<file path="config.mk">
export PLATFORM = sky130hd
export DESIGN_NAME = lcd_instr_sequencer
export DESIGN_NICKNAME = d
export VERILOG_FILES = /design/src/rtl/lcd_seq_pkg.sv /design/src/rtl/lcd_instr_fifo.sv /design/src/rtl/lcd_instr_sequencer.sv
export SDC_FILE = /design/constraint.sdc
export NUM_CORES = 1
export LEC_CHECK = 0
export BUFFER_PORTS_ARGS = -buffer_cell sky130_fd_sc_hd__buf_2
export CAP_MARGIN = 20
export CORE_MARGIN = 10
export CORE_UTILIZATION = 45
export DETAILED_ROUTE_END_ITERATION = 10
export PLACE_DENSITY = 0.61
export SLEW_MARGIN = 0
export SYNTH_ARGS = -nofsm -noshare
export SYNTH_HDL_FRONTEND = slang
export SYNTH_SLANG_ARGS = --single-unit
</file>
<file path="constraint.sdc">
create_clock -name clk_i -period 4.5 [get_ports clk_i]
set_input_delay 0.225 -clock clk_i [delete_from_list [all_inputs] [get_ports clk_i]]
set_output_delay 0.225 -clock clk_i [all_outputs]
set_load 0.005 [all_outputs]
</file>
<file path="src/rtl/lcd_seq_pkg.sv">
// Shared types and constants for the HD44780 instruction sequencer.
// Holds the power-on init ROM and the instruction field positions.
package lcd_seq_pkg;

   typedef enum logic [2:0] {
      IDLE       = 3'd0,
      PWR_WAIT   = 3'd1,
      INIT_ISSUE = 3'd2,
      INIT_GAP   = 3'd3,
      RUN        = 3'd4
   } seq_state_e;

   localparam int INIT_LEN   = 4;
   localparam int INIT_IDX_W = 2;
   localparam int ROM_WIDTH  = 10;

   // Instruction layout {RS, RW, DB[7:0]}
   localparam int RS_BIT = 9;
   localparam int RW_BIT = 8;

   // function set, display on, clear, entry mode
   localparam logic [ROM_WIDTH-1:0] INIT_ROM [INIT_LEN] = '{
      10'h038, 10'h00C, 10'h001, 10'h006
   };

endpackage

</file>
<file path="src/rtl/lcd_instr_fifo.sv">
// Host instruction FIFO; push visible in level next cycle, head readable combinationally.
// Push while full is ignored unless a pop happens in the same cycle; flush empties it.
module lcd_instr_fifo #(
   parameter int INSTR_WIDTH = 10,
   parameter int FIFO_DEPTH  = 4
) (
   input  logic                          clk_i,
   input  logic                          rst_ni,
   input  logic                          i_push,
   input  logic [INSTR_WIDTH-1:0]        i_push_dat,
   input  logic                          i_pop,
   output logic [INSTR_WIDTH-1:0]        o_pop_dat,
   input  logic                          i_flush,
   output logic                          o_full,
   output logic                          o_empty,
   output logic [$clog2(FIFO_DEPTH):0]   o_level
);

   localparam int AW = $clog2(FIFO_DEPTH);
   localparam int LW = AW + 1;

   logic [INSTR_WIDTH-1:0] r_mem [FIFO_DEPTH];
   logic [AW-1:0]          r_wr_ptr;
   logic [AW-1:0]          r_rd_ptr;
   logic [LW-1:0]          r_level;
   logic                   w_wr;
   logic                   w_rd;

   assign o_full    = (r_level == LW'(FIFO_DEPTH));
   assign o_empty   = (r_level == '0);
   assign o_level   = r_level;
   assign o_pop_dat = r_mem[r_rd_ptr];

   assign w_rd = i_pop && !o_empty;
   assign w_wr = i_push && (!o_full || w_rd);

   always_ff @(posedge clk_i or negedge rst_ni) begin
      if (!rst_ni) begin
         r_wr_ptr <= '0;
         r_rd_ptr <= '0;
         r_level  <= '0;
      end else if (i_flush) begin
         r_wr_ptr <= '0;
         r_rd_ptr <= '0;
         r_level  <= '0;
      end else begin
         if (w_wr) r_wr_ptr <= r_wr_ptr + AW'(1);
         if (w_rd) r_rd_ptr <= r_rd_ptr + AW'(1);
         r_level <= r_level + LW'(w_wr) - LW'(w_rd);
      end
   end

   always_ff @(posedge clk_i) begin
      if (w_wr && !i_flush) r_mem[r_wr_ptr] <= i_push_dat;
   end

endmodule

</file>
<file path="src/rtl/lcd_instr_sequencer.sv">
// Runs the HD44780 init ROM after enable, then drains host instructions to the PHY.
// Outputs registered; one instruction per cycle while phy_ready_i=1, held stable otherwise.
module lcd_instr_sequencer
   import lcd_seq_pkg::*;
#(
   parameter int INSTR_WIDTH     = 10,
   parameter int PRESCALER_WIDTH = 16,
   parameter int FIFO_DEPTH      = 4,
   parameter int POWERUP_TICKS   = 4000,
   parameter int CMD_GAP_TICKS   = 200
) (
   input  logic                         clk_i,
   input  logic                         rst_ni,
   input  logic                         enable_i,
   input  logic [PRESCALER_WIDTH-1:0]   prescaler_i,
   input  logic [INSTR_WIDTH-1:0]       host_instr_i,
   input  logic                         host_valid_i,
   output logic [INSTR_WIDTH-1:0]       phy_instr_o,
   output logic                         phy_valid_o,
   input  logic                         phy_ready_i,
   output logic                         init_done_o,
   output logic [$clog2(FIFO_DEPTH):0]  fifo_level_o,
   output logic                         overflow_o,
   input  logic                         overflow_clr_i
);

   localparam int PW        = PRESCALER_WIDTH;
   localparam int MAX_TICKS = (POWERUP_TICKS > CMD_GAP_TICKS) ? POWERUP_TICKS : CMD_GAP_TICKS;
   localparam int TW        = $clog2(MAX_TICKS + 1);

   seq_state_e              r_state, w_state_nxt;
   logic [INIT_IDX_W-1:0]   r_idx, w_idx_nxt;
   logic [PW-1:0]           r_tick_cnt;
   logic [TW-1:0]           r_tick_num;
   logic [PW-1:0]           w_presc_eff;
   logic                    w_tick_run, w_tick, w_xfer;
   logic                    w_pwr_done, w_gap_done;

   logic                    r_phy_valid, w_phy_valid_nxt;
   logic [INSTR_WIDTH-1:0]  r_phy_instr, w_phy_instr_nxt;
   logic                    r_init_done, w_init_done_nxt;
   logic                    r_overflow;

   logic                    w_push_req, w_push, w_pop, w_flush, w_ovf_set;
   logic                    w_full, w_empty;
   logic [INSTR_WIDTH-1:0]  w_head;
   logic [$clog2(FIFO_DEPTH):0] w_level;

   assign w_presc_eff = (prescaler_i == '0) ? PW'(1) : prescaler_i;
   assign w_tick_run  = (r_state == PWR_WAIT) || (r_state == INIT_GAP);
   // >= so that lowering the prescaler below the running count still wraps
   assign w_tick      = w_tick_run && (r_tick_cnt >= w_presc_eff - PW'(1));
   assign w_pwr_done  = w_tick && (r_tick_num == TW'(POWERUP_TICKS - 1));
   assign w_gap_done  = w_tick && (r_tick_num == TW'(CMD_GAP_TICKS - 1));
   assign w_xfer      = r_phy_valid && phy_ready_i;

   always_ff @(posedge clk_i or negedge rst_ni) begin
      if (!rst_ni) begin
         r_tick_cnt <= '0;
         r_tick_num <= '0;
      end else if (!w_tick_run) begin
         r_tick_cnt <= '0;
         r_tick_num <= '0;
      end else if (w_tick) begin
         r_tick_cnt <= '0;
         r_tick_num <= r_tick_num + TW'(1);
      end else begin
         r_tick_cnt <= r_tick_cnt + PW'(1);
      end
   end

   always_ff @(posedge clk_i or negedge rst_ni) begin
      if (!rst_ni) begin
         r_state <= IDLE;
         r_idx   <= '0;
      end else begin
         r_state <= w_state_nxt;
         r_idx   <= w_idx_nxt;
      end
   end

   always_comb begin
      w_state_nxt = r_state;
      w_idx_nxt   = r_idx;
      if (!enable_i) begin
         w_state_nxt = IDLE;
      end else begin
         case (r_state)
            IDLE:       w_state_nxt = PWR_WAIT;
            PWR_WAIT: begin
               if (w_pwr_done) begin
                  w_state_nxt = INIT_ISSUE;
                  w_idx_nxt   = '0;
               end
            end
            INIT_ISSUE: if (w_xfer) w_state_nxt = INIT_GAP;
            INIT_GAP: begin
               if (w_gap_done) begin
                  if (r_idx == INIT_IDX_W'(INIT_LEN - 1)) begin
                     w_state_nxt = RUN;
                  end else begin
                     w_state_nxt = INIT_ISSUE;
                     w_idx_nxt   = r_idx + INIT_IDX_W'(1);
                  end
               end
            end
            RUN:        w_state_nxt = RUN;
            default:    w_state_nxt = IDLE;
         endcase
      end
   end

   always_comb begin
      w_phy_valid_nxt = r_phy_valid;
      w_phy_instr_nxt = r_phy_instr;
      w_init_done_nxt = r_init_done;
      w_pop           = 1'b0;
      if (!enable_i) begin
         w_phy_valid_nxt = 1'b0;
         w_init_done_nxt = 1'b0;
      end else begin
         case (r_state)
            IDLE: begin
               w_phy_valid_nxt = 1'b0;
               w_init_done_nxt = 1'b0;
            end
            PWR_WAIT: begin
               if (w_pwr_done) begin
                  w_phy_valid_nxt = 1'b1;
                  w_phy_instr_nxt = INSTR_WIDTH'(INIT_ROM[0]);
               end
            end
            INIT_ISSUE: if (w_xfer) w_phy_valid_nxt = 1'b0;
            INIT_GAP: begin
               if (w_gap_done) begin
                  if (r_idx == INIT_IDX_W'(INIT_LEN - 1)) begin
                     w_init_done_nxt = 1'b1;
                  end else begin
                     w_phy_valid_nxt = 1'b1;
                     w_phy_instr_nxt = INSTR_WIDTH'(INIT_ROM[w_idx_nxt]);
                  end
               end
            end
            RUN: begin
               if (!w_empty && (!r_phy_valid || w_xfer)) begin
                  w_pop           = 1'b1;
                  w_phy_valid_nxt = 1'b1;
                  w_phy_instr_nxt = w_head;
               end else if (w_xfer) begin
                  w_phy_valid_nxt = 1'b0;
               end
            end
            default: begin
               w_phy_valid_nxt = 1'b0;
               w_init_done_nxt = 1'b0;
            end
         endcase
      end
   end

   always_ff @(posedge clk_i or negedge rst_ni) begin
      if (!rst_ni) begin
         r_phy_valid <= 1'b0;
         r_phy_instr <= '0;
         r_init_done <= 1'b0;
      end else begin
         r_phy_valid <= w_phy_valid_nxt;
         r_phy_instr <= w_phy_instr_nxt;
         r_init_done <= w_init_done_nxt;
      end
   end

   // Pushes in IDLE (or while disabling) vanish silently and never flag overflow
   assign w_push_req = host_valid_i && enable_i && (r_state != IDLE);
   assign w_push     = w_push_req && (!w_full || w_pop);
   assign w_ovf_set  = w_push_req && w_full && !w_pop;
   assign w_flush    = !enable_i;

   always_ff @(posedge clk_i or negedge rst_ni) begin
      if (!rst_ni)             r_overflow <= 1'b0;
      else if (w_ovf_set)      r_overflow <= 1'b1;
      else if (overflow_clr_i) r_overflow <= 1'b0;
   end

   lcd_instr_fifo #(
      .INSTR_WIDTH (INSTR_WIDTH),
      .FIFO_DEPTH  (FIFO_DEPTH)
   ) u_fifo (
      .clk_i      (clk_i),
      .rst_ni     (rst_ni),
      .i_push     (w_push),
      .i_push_dat (host_instr_i),
      .i_pop      (w_pop),
      .o_pop_dat  (w_head),
      .i_flush    (w_flush),
      .o_full     (w_full),
      .o_empty    (w_empty),
      .o_level    (w_level)
   );

   assign phy_instr_o  = r_phy_instr;
   assign phy_valid_o  = r_phy_valid;
   assign init_done_o  = r_init_done;
   assign fifo_level_o = w_level;
   assign overflow_o   = r_overflow;

endmodule
</file>
==> results of run 1 <==
==> per-stage QoR <==
step	utilization [%]	setup WS, ps	power [uW]	instances
after detailed placement	49.8	214	1120	596
after CTS	51.9	586	1740	613
after global placement	49.8	397	1110	596
final	51.9	596	1710	613
after floorplan	-	848	1050	423
after global routing	51.9	235	1800	613
==> final cells by class <==
type / count / area, sq um
Fill cell: 934 / 5010
Sequential cell: 93 / 2530
Multi-Input combinational cell: 302 / 2170
Timing Repair Buffer: 52 / 275
Tap cell: 136 / 170
Clock buffer: 9 / 124
Clock inverter: 7 / 92.6
Inverter: 14 / 52.6
==> layer usage <==
layer	up-vias	GRT usage [%]	routed length [microns]	share of wire [%]
li1	1617	-	-	-
met1	1571	17.2	4440	46
met2	49	21.0	4640	48
met3	6	3.76	447	4.7
met4	0	3.67	79	0.82
met5	-	0	0	0
==> kinds of logic after synthesis <==
kind of cell,Yosys count
AND/OR/NAND/NOR,167
adder cells (fa/ha/maj),26
buffers and inverters,28
multiplexers,15
flip-flops,93
XOR/XNOR,39
AO/OA/AOI/OAI,55
==> worst max-delay path, cell delays in order <==
cell and delay (ps):
sky130_fd_sc_hd__buf_2 130, sky130_fd_sc_hd__nor4_1 70, sky130_fd_sc_hd__nor2b_1 150, sky130_fd_sc_hd__and2_1 190
sky130_fd_sc_hd__a21oi_1 210, sky130_fd_sc_hd__ha_1 230, sky130_fd_sc_hd__nand2_1 90, sky130_fd_sc_hd__nor3_1 370
sky130_fd_sc_hd__nand2_1 140, sky130_fd_sc_hd__nor4_1 260, sky130_fd_sc_hd__xnor2_1 120, sky130_fd_sc_hd__ha_1 300
sky130_fd_sc_hd__nand4_1 140, sky130_fd_sc_hd__nor3_2 260, sky130_fd_sc_hd__o311ai_2 190, sky130_fd_sc_hd__and3_1 280
sky130_fd_sc_hd__buf_4 210, sky130_fd_sc_hd__nor4b_1 380, sky130_fd_sc_hd__xnor2_1 160, sky130_fd_sc_hd__nor2_1 50
==> synth_stat cells (2+ instances only) <==
cell type / n
sky130_fd_sc_hd__edfxtp_1: 40
sky130_fd_sc_hd__nor4b_1: 2
sky130_fd_sc_hd__clkbuf_1: 3
sky130_fd_sc_hd__nor2b_1: 8
sky130_fd_sc_hd__nor3_1: 9
sky130_fd_sc_hd__and3_1: 6
sky130_fd_sc_hd__or3_1: 2
sky130_fd_sc_hd__clkbuf_8: 2
sky130_fd_sc_hd__nor2_1: 48
sky130_fd_sc_hd__o21ai_1: 3
sky130_fd_sc_hd__buf_2: 3
sky130_fd_sc_hd__and2_1: 8
sky130_fd_sc_hd__mux4_1: 2
sky130_fd_sc_hd__nand4_1: 9
sky130_fd_sc_hd__nand3b_1: 3
sky130_fd_sc_hd__nor4_1: 7
sky130_fd_sc_hd__o31ai_1: 2
sky130_fd_sc_hd__nand2b_1: 2
sky130_fd_sc_hd__a211oi_1: 2
sky130_fd_sc_hd__buf_6: 5
sky130_fd_sc_hd__dfrtp_1: 53
sky130_fd_sc_hd__mux2i_1: 3
sky130_fd_sc_hd__ha_1: 25
sky130_fd_sc_hd__nand3_1: 12
sky130_fd_sc_hd__a31oi_1: 3
sky130_fd_sc_hd__o21ai_0: 11
sky130_fd_sc_hd__o22ai_1: 2
sky130_fd_sc_hd__xnor2_1: 23
sky130_fd_sc_hd__xor2_1: 16
sky130_fd_sc_hd__mux4_2: 8
sky130_fd_sc_hd__a21oi_1: 21
sky130_fd_sc_hd__inv_1: 14
sky130_fd_sc_hd__nand2_1: 39
sky130_fd_sc_hd__mux2_2: 2
==> worst paths after layout <==
kind / start / to / slack [ps] / cells after the start
setup / recovery: prescaler_i[6] / r_tick_num[6]$_DFFE_PN0P_ / 600 / 20
min in group asynchronous: rst_ni / overflow_o$_DFFE_PN0P_ / 500 / 3
setup reg to reg: r_state[1]$_DFFE_PN0P_ / u_fifo.r_mem[1][4]$_DFFE_PP_ / 1570 / 6
hold reg to reg: phy_instr_o[8]$_DFFE_PN0P_ / phy_instr_o[8]$_DFFE_PN0P_ / 490 / 2
hold / removal: overflow_clr_i / overflow_o$_DFFE_PN0P_ / 30 / 2
max in group asynchronous: rst_ni / phy_instr_o[4]$_DFFE_PN0P_ / 3530 / 3
==> cell usage in the layout (no fill, tap or decap), types with 11 or more instances in the layout <==
cell type                  Yosys  routed
sky130_fd_sc_hd__o21ai_0      11      11
sky130_fd_sc_hd__inv_1        14      14
sky130_fd_sc_hd__nor2_1       48      48
sky130_fd_sc_hd__ha_1         25      25
sky130_fd_sc_hd__dfrtp_1      53      53
sky130_fd_sc_hd__nand2_1      39      39
sky130_fd_sc_hd__edfxtp_1     40      40
sky130_fd_sc_hd__a21oi_1      21      21
sky130_fd_sc_hd__xor2_1       16      16
sky130_fd_sc_hd__xnor2_1      23      23
sky130_fd_sc_hd__nand3_1      12      12
sky130_fd_sc_hd__buf_2         3      47
==> sequential cells by signal, indices dropped and copies added, names as in the netlist, 2 cells and up <==
signal           count
r_tick_num          12
u_fifo.r_wr_ptr      2
r_idx                2
u_fifo.r_mem        40
phy_instr_o         10
r_state              3
u_fifo.r_rd_ptr      2
u_fifo.o_level       3
r_tick_cnt          16
==> power by group <==
part / internal [uW] / switching [uW]
logic: 65.5 / 91.8
registers: 916 / 26.1
clock network: 277 / 334
==> out/qor.csv, run 1 <==
stage;metric;value;unit
clock_network;cts_root_buffer;sky130_fd_sc_hd__clkbuf_8;
timing;finalSetupTns;0;ps
synth;dominantRegCellSynth;sky130_fd_sc_hd__dfrtp_1;
clock_network;htree_levels;3;
floorplan;dieHeight;124;microns
detailed_routing;post_drt_wl_per_cell;15.7;microns
detailed_routing;avgViaCountPerCell;5.29;
placed_design;gpl_wtd_cong;0.841;
timing;hold-worst-slack;34.9;ps
clock_network;cts.repair_timing.setup_buffer_count;0;
synth;dominant_combinational_cell_family_by_area_after_synthesis;simple AND/OR/NAND/NOR gates;
floorplan;floorplan.die.width;124;microns
power_and_ir_drop;leakage;0.00220;uW
synth;synth_edf_count;40;
finish;insertedDiodeCount;0;
synth;post_synth_net_total;481;
synth;syn-mean-instance-area;11.5;sq um
synth;synth-adder-area-share;6.84;%
synth;ys_warn_count;0;
timing;final_critical_delay_including_setup_and_external_delays;3900;ps
clock_network;cts_hold_buf;1;
floorplan;boundaryPins;48;
timing;peak_clock_frequency_supported_by_timing;0.256;GHz
synth;yosysUniqueCellTypes;59;
setup_path;worst_setup_path_end_kind;flip-flop;
detailed_routing;total_detailed_routing_wirelength;9600;microns
setup_path;start_kind;input port;
finish;synthToLayoutAreaGrowth;11.2;%
detailed_routing;drt_iter0_markers;156;
power_and_ir_drop;power_per_cell_area;316;nW/um^2
timing;setup_viol_count_final;0;
global_routing;gr-usage-all-layers;13.2;%
synth;seq_area_frac_synth;52.0;%
clock_network;ctsLongestPathBuffers;2;
synth;post_synth_main_area_contributors;sky130_fd_sc_hd__dfrtp_1 27%, sky130_fd_sc_hd__edfxtp_1 25%, sky130_fd_sc_hd__ha_1 6.4%, sky130_fd_sc_hd__xnor2_1 4.1%, sky130_fd_sc_hd__mux4_2 3.7%;
floorplan;starting_density_of_the_core;46.7;%
synth;area_share_of_xor_xnor_cells_in_the_synthesized_design;7.02;%
timing;max-slew-margin-rel;52.9;%
synth;synth_top_cell_by_area;sky130_fd_sc_hd__dfrtp_1;
clock_network;cts.repair.resized;0;
placed_design;placed_cell_area;5180;sq um
synth;synth_largest_type_area_fraction;27.3;%
timing;timing_worst_slew_pin_value;706;ps
power_and_ir_drop;vdd_ir_drop_max;0.218;mV
floorplan;fp.coreArea;10400;sq um
global_routing;grt_remaining_overflow;0;
clock_network;tritoncts.num_buffers;9;
placed_design;buffer_ports.inserted;47;
timing;number_of_failing_hold_endpoints_at_the_final_stage;0;
timing;clock_skew;11.2;ps
floorplan;rows;37;
synth;netlist_instances;423;
setup_path;crit_path_max_fanout;15;
detailed_routing;post-route-drc-count;0;
setup_path;worst_path_class_setup;input port to flip-flop;
finish;design.final.nets;530;
detailed_routing;drtPass1Iterations;4;
run;drv_cap;0;
min_path;worst_hold_path_type;input port to flip-flop;
detailed_routing;antenna_left;0;
clock_network;clk-insertion-delay-late;370;ps
global_routing;wire_length_of_the_first_global_routing_pass;16100;microns
timing;post_route_fraction_of_the_period_consumed_by_the_critical_path;86.8;%
synth;async_s_r_ff_share_synth;57.0;%
clock_network;path_clk_slew;100;ps
synth;synth-seq-cells;93;
status;status;complete, no violations;
timing;timing_max_transition_violations_final;0;
global_routing;antenna_found_initial;0;
synth;synth-compound-area-share;7.12;%
synth;syn_area;4860;sq um
detailed_routing;dr_total_vias;3243;
synth;synth.mux.area_fraction;5.86;%
finish;final_cell_area;5410;sq um
floorplan;die-area;15400;sq um
setup_path;critical_path_required_time;4750;ps
placed_design;detailedPlacementHpwl;6810;microns
finish;drive_gt1_share;18.7;%
timing;rsz0062_at_grt;false;
global_routing;vias_in_the_first_global_route;3264;
clock_network;sinks_on_clock_net;93;
synth;synthSimpleGateAreaFrac;17.7;%
clock_network;cts_tree;yes;
setup_path;crit_arrival;4160;ps
global_routing;largest_net_degree_at_the_start_of_global_routing;54;
(Power assumes the default switching activity.)
==> run 2, diff against run 1 <==
--- a/config.mk
+++ b/config.mk
@@ -7,11 +7,12 @@
 export LEC_CHECK = 0
 export BUFFER_PORTS_ARGS = -buffer_cell sky130_fd_sc_hd__buf_2
 export CAP_MARGIN = 20
-export CORE_MARGIN = 10
+export CORE_MARGIN = 2
 export CORE_UTILIZATION = 45
 export DETAILED_ROUTE_END_ITERATION = 10
 export PLACE_DENSITY = 0.61
 export SLEW_MARGIN = 0
 export SYNTH_ARGS = -nofsm -noshare
 export SYNTH_HDL_FRONTEND = slang
+export SYNTH_HIERARCHICAL = 1
 export SYNTH_SLANG_ARGS = --single-unit
==> out/qor.csv, run 2 <==
stage;metric;value;unit;change
status;status;complete, no violations;;unchanged
global_routing;wire_length_of_the_first_global_routing_pass;16200;microns;was 16100 microns
synth;dominantRegCellSynth;sky130_fd_sc_hd__dfrtp_1;;unchanged
setup_path;crit_arrival;4390;ps;was 4160 ps
clock_network;clk-insertion-delay-late;380;ps;was 370 ps
detailed_routing;post_drt_wl_per_cell;15.5;microns;was 15.7 microns
floorplan;fp.coreArea;10800;sq um;was 10400 sq um
detailed_routing;drt_iter0_markers;290;;was 156
finish;insertedDiodeCount;0;;unchanged
timing;hold-worst-slack;41.9;ps;was 34.9 ps
synth;ys_warn_count;6;;was 0
setup_path;crit_path_max_fanout;8;;was 15
floorplan;floorplan.die.width;109;microns;was 124 microns
global_routing;vias_in_the_first_global_route;3301;;was 3264
timing;setup_viol_count_final;0;;unchanged
clock_network;cts_tree;yes;;unchanged
timing;peak_clock_frequency_supported_by_timing;0.243;GHz;was 0.256 GHz
power_and_ir_drop;p_total;1610;uW;was 1710 uW
placed_design;placed_cells;604;;was 596
power_and_ir_drop;net-switching-power;407;uW;was 452 uW
floorplan;boundaryPins;48;;unchanged
setup_path;r2r-start;r_state[1]$_DFFE_PN0P_;;unchanged
clock_network;path_clk_slew;90;ps;was 100 ps
timing;final_critical_delay_including_setup_and_external_delays;4120;ps;was 3900 ps
global_routing;grt_remaining_overflow;0;;unchanged
synth;async_s_r_ff_share_synth;57.0;%;unchanged
setup_path;worstSetupStartpoint;prescaler_i[5];;was prescaler_i[6]
finish;final_cell_area;5550;sq um;was 5410 sq um
synth;ys_top_cells_by_count;53 x sky130_fd_sc_hd__dfrtp_1, 50 x sky130_fd_sc_hd__nor2_1, 40 x sky130_fd_sc_hd__edfxtp_1;;was 53 x sky130_fd_sc_hd__dfrtp_1, 48 x sky130_fd_sc_hd__nor2_1, 40 x sky130_fd_sc_hd__edfxtp_1
detailed_routing;drtPass1Iterations;4;;unchanged
placed_design;buffer_ports.inserted;47;;unchanged
clock_network;tritoncts.num_buffers;9;;unchanged
clock_network;cts.repair.resized;0;;unchanged
finish;largest_register_ffs;40;;unchanged
finish;registers.top_by_ff_count;u_fifo/r_mem;;was u_fifo.r_mem
detailed_routing;total_detailed_routing_wirelength;9650;microns;was 9600 microns
finish;design.final.nets;533;;was 530
synth;syn_area;4970;sq um;was 4860 sq um
timing;clock_skew;16.7;ps;was 11.2 ps
finish;final_cell_mix;53 x sky130_fd_sc_hd__dfrtp_1, 50 x sky130_fd_sc_hd__nor2_1, 47 x sky130_fd_sc_hd__buf_2;;was 53 x sky130_fd_sc_hd__dfrtp_1, 48 x sky130_fd_sc_hd__nor2_1, 47 x sky130_fd_sc_hd__buf_2
setup_path;start_kind;input port;;unchanged
synth;synth-seq-cells;93;;unchanged
power_and_ir_drop;share_clk_of_total_power;35.8;%;was 35.7%
finish;mostFrequentLayoutCell;sky130_fd_sc_hd__dfrtp_1;;unchanged
detailed_routing;dr_total_vias;3342;;was 3243
power_and_ir_drop;power.share.switching;25.2;%;was 26.4%
floorplan;die-area;11900;sq um;was 15400 sq um
power_and_ir_drop;power_per_cell_area;291;nW/um^2;was 316 nW/um^2
clock_network;cts.repair_timing.setup_buffer_count;0;;unchanged
synth;seq_area_frac_synth;50.9;%;was 52.0%
synth;synth_largest_type_area_fraction;26.7;%;was 27.3%
timing;timing_worst_slew_pin_value;754;ps;was 706 ps
placed_design;gpl_wtd_cong;0.778;;was 0.841
finish;fill_cells;919;;was 934
floorplan;rows;38;;was 37
finish;postLayoutCoreUtil;51.4;%;was 51.9%
finish;stdcell_count;621;;was 613
synth;post_synth_main_area_contributors;sky130_fd_sc_hd__dfrtp_1 27%, sky130_fd_sc_hd__edfxtp_1 24%, sky130_fd_sc_hd__ha_1 6.0%, sky130_fd_sc_hd__xnor2_1 4.6%, sky130_fd_sc_hd__mux4_2 4.5%;;was sky130_fd_sc_hd__dfrtp_1 27%, sky130_fd_sc_hd__edfxtp_1 25%, sky130_fd_sc_hd__ha_1 6.4%, sky130_fd_sc_hd__xnor2_1 4.1%, sky130_fd_sc_hd__mux4_2 3.7%
timing;number_of_failing_hold_endpoints_at_the_final_stage;0;;unchanged
floorplan;starting_density_of_the_core;46.0;%;was 46.7%
synth;yosysUniqueCellTypes;68;;was 59
synth;synth_edf_count;40;;unchanged
floorplan;dieHeight;109;microns;was 124 microns
power_and_ir_drop;cell_internal_pwr;1210;uW;was 1260 uW
synth;syn-mean-instance-area;11.7;sq um;was 11.5 sq um
setup_path;worst_setup_path_end_kind;flip-flop;;unchanged
synth;synth.most_common_cell;sky130_fd_sc_hd__dfrtp_1;;unchanged
timing;post_route_fraction_of_the_period_consumed_by_the_critical_path;91.6;%;was 86.8%
global_routing;largest_net_degree_at_the_start_of_global_routing;54;;unchanged
finish;synthToLayoutAreaGrowth;11.7;%;was 11.2%
detailed_routing;antenna_left;0;;unchanged
detailed_routing;post-route-drc-count;0;;unchanged
clock_network;cts_hold_buf;1;;unchanged
clock_network;sinks_on_clock_net;93;;unchanged
synth;netlist_instances;426;;was 423
clock_network;htree_levels;3;;unchanged
timing;rsz0062_at_grt;false;;unchanged
synth;synth_top_cell_by_area;sky130_fd_sc_hd__dfrtp_1;;unchanged
placed_design;detailedPlacementHpwl;6830;microns;was 6810 microns
timing;max-slew-margin-rel;49.7;%;was 52.9%
global_routing;gr-usage-all-layers;17.8;%;was 13.2%
min_path;worst_hold_path_type;input port to flip-flop;;unchanged
run;drv_cap;0;;unchanged
clock_network;cts_root_buffer;sky130_fd_sc_hd__clkbuf_8;;unchanged
placed_design;placed_cell_area;5330;sq um;was 5180 sq um
setup_path;critical_path_required_time;4770;ps;was 4750 ps
power_and_ir_drop;seq_power_share;56.6;%;was 55.1%
timing;timing_max_transition_violations_final;0;;unchanged
power_and_ir_drop;vdd_ir_drop_max;0.251;mV;was 0.218 mV
finish;reg.largest.list;u_fifo/r_mem: 40 flops, r_tick_cnt: 16 flops, r_tick_num: 12 flops;;was u_fifo.r_mem: 40 flops, r_tick_cnt: 16 flops, r_tick_num: 12 flops
global_routing;antenna_found_initial;0;;unchanged
detailed_routing;avgViaCountPerCell;5.38;;was 5.29
setup_path;worst_path_class_setup;input port to flip-flop;;unchanged
power_and_ir_drop;leakage;0.00223;uW;was 0.00220 uW
power_and_ir_drop;comb_power_share;7.6;%;was 9.2%
min_path;worst_hold_startpoint;overflow_clr_i;;unchanged
synth;post_synth_net_total;483;;was 481
clock_network;ctsLongestPathBuffers;2;;unchanged
finish;drive_gt1_share;21.8;%;was 18.7%
[run 2: cell count changes in the layout (fill, tap and decap cells not counted), sizes merged, moves of 3 or more]
cell	previous run	this run
a21oi	21	12
and2	9	6
clkinv	0	3
nand2	39	34
nand2b	2	7
nand4	10	7
nor2b	8	5
nor3	11	15
nor3b	1	4
o21ai	14	17
xnor2	23	26
[run 2: worst paths after layout]
kind,endpoint,slack [ps],depth (start not counted)
min in group asynchronous,r_tick_num[10]$_DFFE_PN0P_,510,3
min,overflow_o$_DFFE_PN0P_,40,2
max reg2reg,u_fifo/o_level[2]$_DFF_PN0_,1350,12
max,phy_instr_o[0]$_DFFE_PN0P_,380,17
max in group asynchronous,u_fifo/r_rd_ptr[1]$_DFFE_PN0P_,3520,3
min reg2reg,phy_instr_o[7]$_DFFE_PN0P_,490,2
[run 2: per-stage QoR]
stage               worst slack (ps)  setup TNS [ps]
finish                           378               0
global route                     118               0
CTS                              385               0
detailed placement             -8.10           -8.10
global placement                 156               0
floorplan                        581               0
[run 2: worst max-delay path, cell delays in order]
cell	delay, ps
sky130_fd_sc_hd__buf_2	130
sky130_fd_sc_hd__or4_1	590
sky130_fd_sc_hd__nor3_2	210
sky130_fd_sc_hd__nor4b_2	360
sky130_fd_sc_hd__a31oi_1	200
sky130_fd_sc_hd__ha_1	270
sky130_fd_sc_hd__nand2_1	120
sky130_fd_sc_hd__nor3_1	60
sky130_fd_sc_hd__xnor2_1	150
sky130_fd_sc_hd__ha_1	240
sky130_fd_sc_hd__and2_1	150
sky130_fd_sc_hd__a221o_1	300
sky130_fd_sc_hd__a221oi_2	420
sky130_fd_sc_hd__nand3_2	240
sky130_fd_sc_hd__a32oi_1	350
sky130_fd_sc_hd__o21ai_1	90
sky130_fd_sc_hd__mux2_4	270
[run 2: cells by family after synthesis]
family,synth area share [%]
AO/OA/AOI/OAI,8.77
XOR/XNOR,7.05
adder cells (fa/ha/maj),6.45
buffers and inverters,2.64
flip-flops,50.9
multiplexers,5.54
AND/OR/NAND/NOR,18.7
[run 2: metal layers]
| metal | vias to the layer above | routed length, microns | global-route usage [%] |
|---|---|---|---|
| met4 | 0 | 116 | 5.77 |
| met5 | - | 0 | 0 |
| met1 | 1642 | 4430 | 23.7 |
| met2 | 43 | 4830 | 29.4 |
| li1 | 1647 | - | - |
| met3 | 10 | 273 | 3.59 |
[run 2: power by group through the flow]
stage / logic [uW] / clock network (uW) / registers [uW]
after CTS: 124 / 595 / 914
after global placement: 120 / 0 / 932
final: 122 / 578 / 914
after detailed placement: 122 / 0 / 932
after global routing: 142 / 637 / 916
after floorplan: 75.5 / 0 / 924
[run 2: cell type report]
cell class              count  area, sq um  area share, %
clock buffers               9          124           2.23
clock inverters             7         80.1           1.44
inverters                  15         56.3           1.02
multi-input cells         305         2310           41.6
flip-flops and latches     93         2530           45.6
well taps                 140          175           3.16
repair buffers             52          275           4.96
